===== src/rtl/systolic_drain.sv =====
// systolic_drain: captures per-row result streams from the systolic array into
// per-row FIFOs and serialises them row-major per patch onto a valid/ready
// stream carrying a linear result address and an end-of-patch marker.
// Optional feature: define SYSTOLIC_DRAIN_SAT_EN for unsigned saturation of
// m_data; otherwise m_data is the truncated low D_W_OUT bits of the result.
module systolic_drain #(
  parameter int D_W_ACC    = 16,
  parameter int D_W_OUT    = 8,
  parameter int N1         = 4,
  parameter int N2         = 4,
  parameter int M          = 8,
  parameter int FIFO_DEPTH = 8
) (
  input  logic                       clk,
  input  logic                       rst,
  input  logic [D_W_ACC-1:0]         D [N1-1:0],
  input  logic [N1-1:0]              valid_D,
  output logic [D_W_OUT-1:0]         m_data,
  output logic [$clog2(M*M)-1:0]     m_addr,
  output logic                       m_valid,
  input  logic                       m_ready,
  output logic                       m_last,
  output logic                       done,
  output logic [N1-1:0]              overflow
);

  localparam int PA = $clog2(FIFO_DEPTH);
  localparam int AW = $clog2(M*M);
  localparam int NP = (M*M)/(N1*N2);
  localparam int RW = (N1 > 1) ? $clog2(N1) : 1;
  localparam int BW = (N2 > 1) ? $clog2(N2) : 1;
  localparam int PW = (NP > 1) ? $clog2(NP) : 1;

  typedef enum logic {IDLE, DRAIN} state_t;

  state_t              state;
  logic [RW-1:0]       row;
  logic [BW-1:0]       beat;
  logic [PW-1:0]       patch;

  logic [D_W_ACC-1:0]  mem    [N1][FIFO_DEPTH];
  logic [PA:0]         wr_ptr [N1];
  logic [PA:0]         rd_ptr [N1];
  logic [N1-1:0]       empty;
  logic [N1-1:0]       full;
  logic [N1-1:0]       pop;
  logic [N1-1:0]       push_ok;
  logic [PA-1:0]       rd_idx;
  logic [D_W_ACC-1:0]  head;
  logic [D_W_OUT-1:0]  out_val;
  logic                hs;
  logic                last_beat;

  // FIFO status, pop/push qualification and the current-row head
  always_comb begin
    empty   = '0;
    full    = '0;
    pop     = '0;
    push_ok = '0;
    m_valid = !empty_row(row);
    hs      = m_valid && m_ready;
    for (int unsigned i = 0; i < N1; i++) begin
      empty[i]   = (wr_ptr[i] == rd_ptr[i]);
      full[i]    = (wr_ptr[i][PA] != rd_ptr[i][PA]) &&
                   (wr_ptr[i][PA-1:0] == rd_ptr[i][PA-1:0]);
      pop[i]     = hs && (row == RW'(i));
      // a full FIFO still accepts a push when it is popped in the same cycle
      push_ok[i] = valid_D[i] && (!full[i] || pop[i]);
    end
    rd_idx = rd_ptr[row][PA-1:0];
    head   = mem[row][rd_idx];
  end

  function automatic logic empty_row(input logic [RW-1:0] r);
    return wr_ptr[r] == rd_ptr[r];
  endfunction

`ifdef SYSTOLIC_DRAIN_SAT_EN
  assign out_val = (|head[D_W_ACC-1:D_W_OUT]) ? '1 : head[D_W_OUT-1:0];
`else
  logic unused_hi;
  assign unused_hi = ^head[D_W_ACC-1:D_W_OUT];
  assign out_val   = head[D_W_OUT-1:0];
`endif

  // Output beat: data forced to zero while nothing is presented
  always_comb begin
    last_beat = (row == RW'(N1-1)) && (beat == BW'(N2-1));
    m_last    = m_valid && last_beat;
    m_data    = m_valid ? out_val : '0;
    m_addr    = AW'(patch) * AW'(N1*N2) + AW'(row) * AW'(N2) + AW'(beat);
  end

  // FIFO storage writes (data only, no reset needed)
  always_ff @(posedge clk) begin
    for (int unsigned i = 0; i < N1; i++) begin
      if (push_ok[i]) mem[i][wr_ptr[i][PA-1:0]] <= D[i];
    end
  end

  // FIFO pointers and sticky overflow flags
  always_ff @(posedge clk or posedge rst) begin
    if (rst) begin
      for (int unsigned i = 0; i < N1; i++) begin
        wr_ptr[i] <= '0;
        rd_ptr[i] <= '0;
      end
      overflow <= '0;
    end else begin
      for (int unsigned i = 0; i < N1; i++) begin
        if (push_ok[i])              wr_ptr[i]   <= wr_ptr[i] + 1'b1;
        if (valid_D[i] && !push_ok[i]) overflow[i] <= 1'b1;
        if (pop[i])                  rd_ptr[i]   <= rd_ptr[i] + 1'b1;
      end
    end
  end

  // Drain FSM: row/beat/patch walk and end-of-matrix done pulse.
  // Row 0 is presented already in IDLE so data pushed at one edge can be
  // accepted right after it; the state mirrors whether a patch is in flight.
  always_ff @(posedge clk or posedge rst) begin
    if (rst) begin
      state <= IDLE;
      row   <= '0;
      beat  <= '0;
      patch <= '0;
      done  <= 1'b0;
    end else begin
      done <= 1'b0;
      case (state)
        IDLE:    if (!empty[0]) state <= DRAIN;
        DRAIN:   state <= DRAIN;
        default: state <= IDLE;
      endcase
      if (hs) begin
        if (beat == BW'(N2-1)) begin
          beat <= '0;
          if (row == RW'(N1-1)) begin
            row   <= '0;
            state <= IDLE;
            if (patch == PW'(NP-1)) begin
              patch <= '0;
              done  <= 1'b1;
            end else begin
              patch <= patch + 1'b1;
            end
          end else begin
            row <= row + 1'b1;
          end
        end else begin
          beat <= beat + 1'b1;
        end
      end
    end
  end

endmodule


===== config.mk =====
export PLATFORM = sky130hd
export DESIGN_NAME = systolic_drain
export DESIGN_NICKNAME = d
export VERILOG_FILES = /design/src/rtl/systolic_drain.sv
export SDC_FILE = /design/constraint.sdc
export NUM_CORES = 1
export LEC_CHECK = 0
export ABC_AREA = 1
export BUFFER_PORTS_ARGS = -buffer_cell sky130_fd_sc_hd__buf_2
export CAP_MARGIN = 5
export CORE_UTILIZATION = 57
export CTS_CLUSTER_DIAMETER = 40
export CTS_CLUSTER_SIZE = 40
export DETAILED_ROUTE_END_ITERATION = 12
export GPL_TIMING_DRIVEN = 1
export PLACE_DENSITY_LB_ADDON = 0.25
export SLEW_MARGIN = 20
export SYNTH_ARGS = -nofsm -noshare
export SYNTH_HDL_FRONTEND = slang
export SYNTH_SLANG_ARGS = --single-unit

===== constraint.sdc =====
create_clock -name clk -period 4.5 [get_ports clk]
set_input_delay 0.225 -clock clk [delete_from_list [all_inputs] [get_ports clk]]
set_output_delay 0.225 -clock clk [all_outputs]
set_load 0.01 [all_outputs]

==> key figures <==
Clock network
  • Worst-Skew Late Latency: 0.54 ns
  • Post-CTS setup buffer count: 0
  • CTS max path bufs: 3
  • Clk sinks: 299
  • Clk pin slew, worst setup/hold paths: 0.06 ns
  • H-tree depth: 2
  • CTS resizes: 0
  • Clk root buf: clkbuf_16
  • Hold_buf cts: 6
  • CTS Buf Count: 38
  • CTS tree: built

Critical path
  • Worst path cell trace: inv_6 -> nand2_1 -> nand2_1 -> nand2_1 -> nand2_2 -> nand2_1 -> nand2_1 -> nor2_2 -> nand2_4 -> nand3_4 -> nand2_4 -> nand3_2 -> nor2_1
  • CP required: 4.64 ns
  • Top cell by count, worst path: nand2_1
  • Buffers & Inverters on Critical Path: 1
  • Kind of critical path: reg -> reg
  • Crit Path Max Fanout: 49
  • Highest-delay cell along the critical path: nor2_1
  • Reg-to-reg slack, setup: 0.76 ns
  • Max incr delay on CP: 0.78 ns
  • Critical path data arrival time: 3.87 ns
  • CP endpoint kind: register
  • CP delay by family, top: simple AND/OR/NAND/NOR gates
  • Critical path startpoint category: register

Route
  • Max Used Layer: met5
  • Met2 wire len: 14400 um
  • Routed Antenna Nets: 0
  • DR pass1 iterations: 6
  • Post-DR vias/cell: 6.01
  • DRT iter0 DRCs: 1189
  • Vias: 9202
  • DR DRC count: 0
  • Met3 WL: 4400 um
  • Routed length per instance: 22.1 um
  • Post-Route M1 WL: 14300 um
  • DRT Wirelength: 33800 um

STA
  • Clock skew: 0.0366 ns
  • Worst Max-Slew Pin Slew: 1.09 ns
  • Relative slew margins: 27.2%
  • Final hold vios: 0
  • Setup violators final: 0
  • Tmin final: 3.74 ns
  • RSZ-0062 raised after global routing: false
  • Slew Limit Fails: 0
  • Final worst hold slack: 0.00167 ns
  • Setup TNS: 0 ns
  • Ratio of final minimum period to clock period: 83.0%
  • Fmax: 0.268 GHz

Floorplan
  • Die width: 154 um
  • Core area: 22600 um^2
  • Die height: 154 um
  • Row count: 55
  • Initial core utilization: 58.1%
  • Die Area: 23600 um^2
  • Io pins: 92

Power
  • PD cells: 762 nW/um^2
  • Leakage: 5.52 nW
  • Worst vdd ir: 0.444 mV

Layout
  • Multi-input gate area: 3850 um^2
  • # fillers: 1674
  • Nets: 1300
  • Area Overhead vs Synth: 13.4%
  • Register area: 8770 um^2
  • Share of cells above drive strength 1: 13.1%

Synth
  • Avg Synthesized Cell Area: 11.2 um^2
  • Top-area cell type share of the netlist area: 58.6%
  • Synth Net Count: 1254
  • Async SR Flop Fraction: 14.4%
  • Yosys warns: 0
  • Leading area contributor after synthesis: edfxtp_1
  • Mapped Cells: 1169
  • Register area share after synthesis: 66.8%
  • Ys flop type: edfxtp_1
  • Top cells by count, synth: edfxtp_1 (256), nor2_1 (216), nand2_1 (167)
  • Synth unique cells: 32
  • Synthesized area: 13100 um^2
  • Area contributors post-synth: edfxtp_1 (59%), dfrtp_1 (8.2%), nor2_1 (6.2%)
  • Most frequent cell after synthesis: edfxtp_1
  • Post-synth EDFFs: 256
  • Yosys reg bits: 299

Global routing
  • Number of global-route vias before repair: 8465
  • Total gr overflow: 0
  • First-pass GRT wire length: 51300 um
  • Total GRT Usage: 29.3%
  • Largest net degree at the start of global routing: 113
  • Initial antenna violation count: 2

Job
  • Number of max-cap violations: 0

Status
  • Status: completed

Place
  • DP Wirelength: 22300 um
  • Buffers on Ports: 59
  • Placer Congestion: 0.887

Hold path
  • Type of the worst min-delay path: in -> reg
==> power by group <==
group / switching (mW) / internal [mW] / total, mW / leakage (nW)
Combinational: 2.95 / 1.34 / 4.28 / 2.04
Sequential: 0.424 / 3.55 / 3.97 / 2.85
Clock: 1.30 / 1.78 / 3.08 / 0.624
Total: 4.67 / 6.67 / 11.3 / 5.52
==> placed cells by master, fill, tap and decap left out, types with 3 or more instances in the layout <==
cell type        n
o21ai_1          5
clkinv_8         3
buf_2           59
inv_2            3
o22ai_1         40
nand3_1         73
nand3_4          4
dlygate4sd3_1    6
clkbuf_16       39
nand2_1        167
clkbuf_1         5
o211ai_1        16
clkinvlp_4       3
o21bai_1         4
nand3_2          5
buf_4           10
xnor2_1         14
xor2_1          13
ha_1            14
inv_1           35
nor2_1         216
inv_6            7
o21ai_0        151
dfrtp_1         42
edfxtp_1       256
nand2_4          9
nand2_2          3
clkinv_2         3
o221ai_1        16
==> metrics by stage <==
step / area, um^2 / utilization (%) / power, mW / setup slack, ns / instances
floorplan: 13100 / - / 6.92 / 2.09 / 1169
detailed placement: 13500 / 59.9 / 8.17 / 0.858 / 1454
global route: 14900 / 65.9 / 11.9 / 0.594 / 1530
CTS: 14900 / 65.9 / 11.3 / 0.842 / 1529
finish: 14900 / 65.9 / 11.3 / 0.764 / 1530
global placement: 13500 / 59.9 / 8.08 / 0.909 / 1454
==> cell families after synthesis <==
family | synth area share [%]
AO/OA/AOI/OAI | 10.4
flip-flops | 66.8
adder cells (fa/ha/maj) | 1.34
AND/OR/NAND/NOR | 15.8
XOR/XNOR | 1.80
buffers and inverters | 3.85
==> state kept, by name, indices dropped and copies added (netlist names) <==
register  cells
wr_ptr       16
overflow      4
rd_ptr       16
beat          2
mem         256
patch         2
row           2
done          1
==> area by class of cell <==
type                            count  share of cell area [%]
Inverter                           39                    1.02
Antenna cell                        1                  0.0168
Sequential cell                   299                    59.0
Tap cell                          285                    2.40
Multi-Input combinational cell    761                    25.9
Timing Repair Buffer               76                    3.03
Clock buffer                       44                    6.69
Clock inverter                     25                    2.01
==> path summary, 6_finish.rpt <==
path                             start           to  cells past startpoint
max                             row[0]   mem[1][16]                     13
max reg2reg                     row[0]   mem[1][16]                     13
min in group asynchronous          rst   rd_ptr[15]                      3
max in group asynchronous          rst       row[0]                      3
min reg2reg                overflow[1]  overflow[1]                      1
min                               D[1]   mem[0][97]                      1
==> per-layer routing <==
metal,track usage [%],vias to the layer above
li1,-,4236
met1,44.7,4360
met2,40.6,550
met3,8.85,54
met4,8.19,2
met5,0,-
Power figures use the tool's default switching activity.
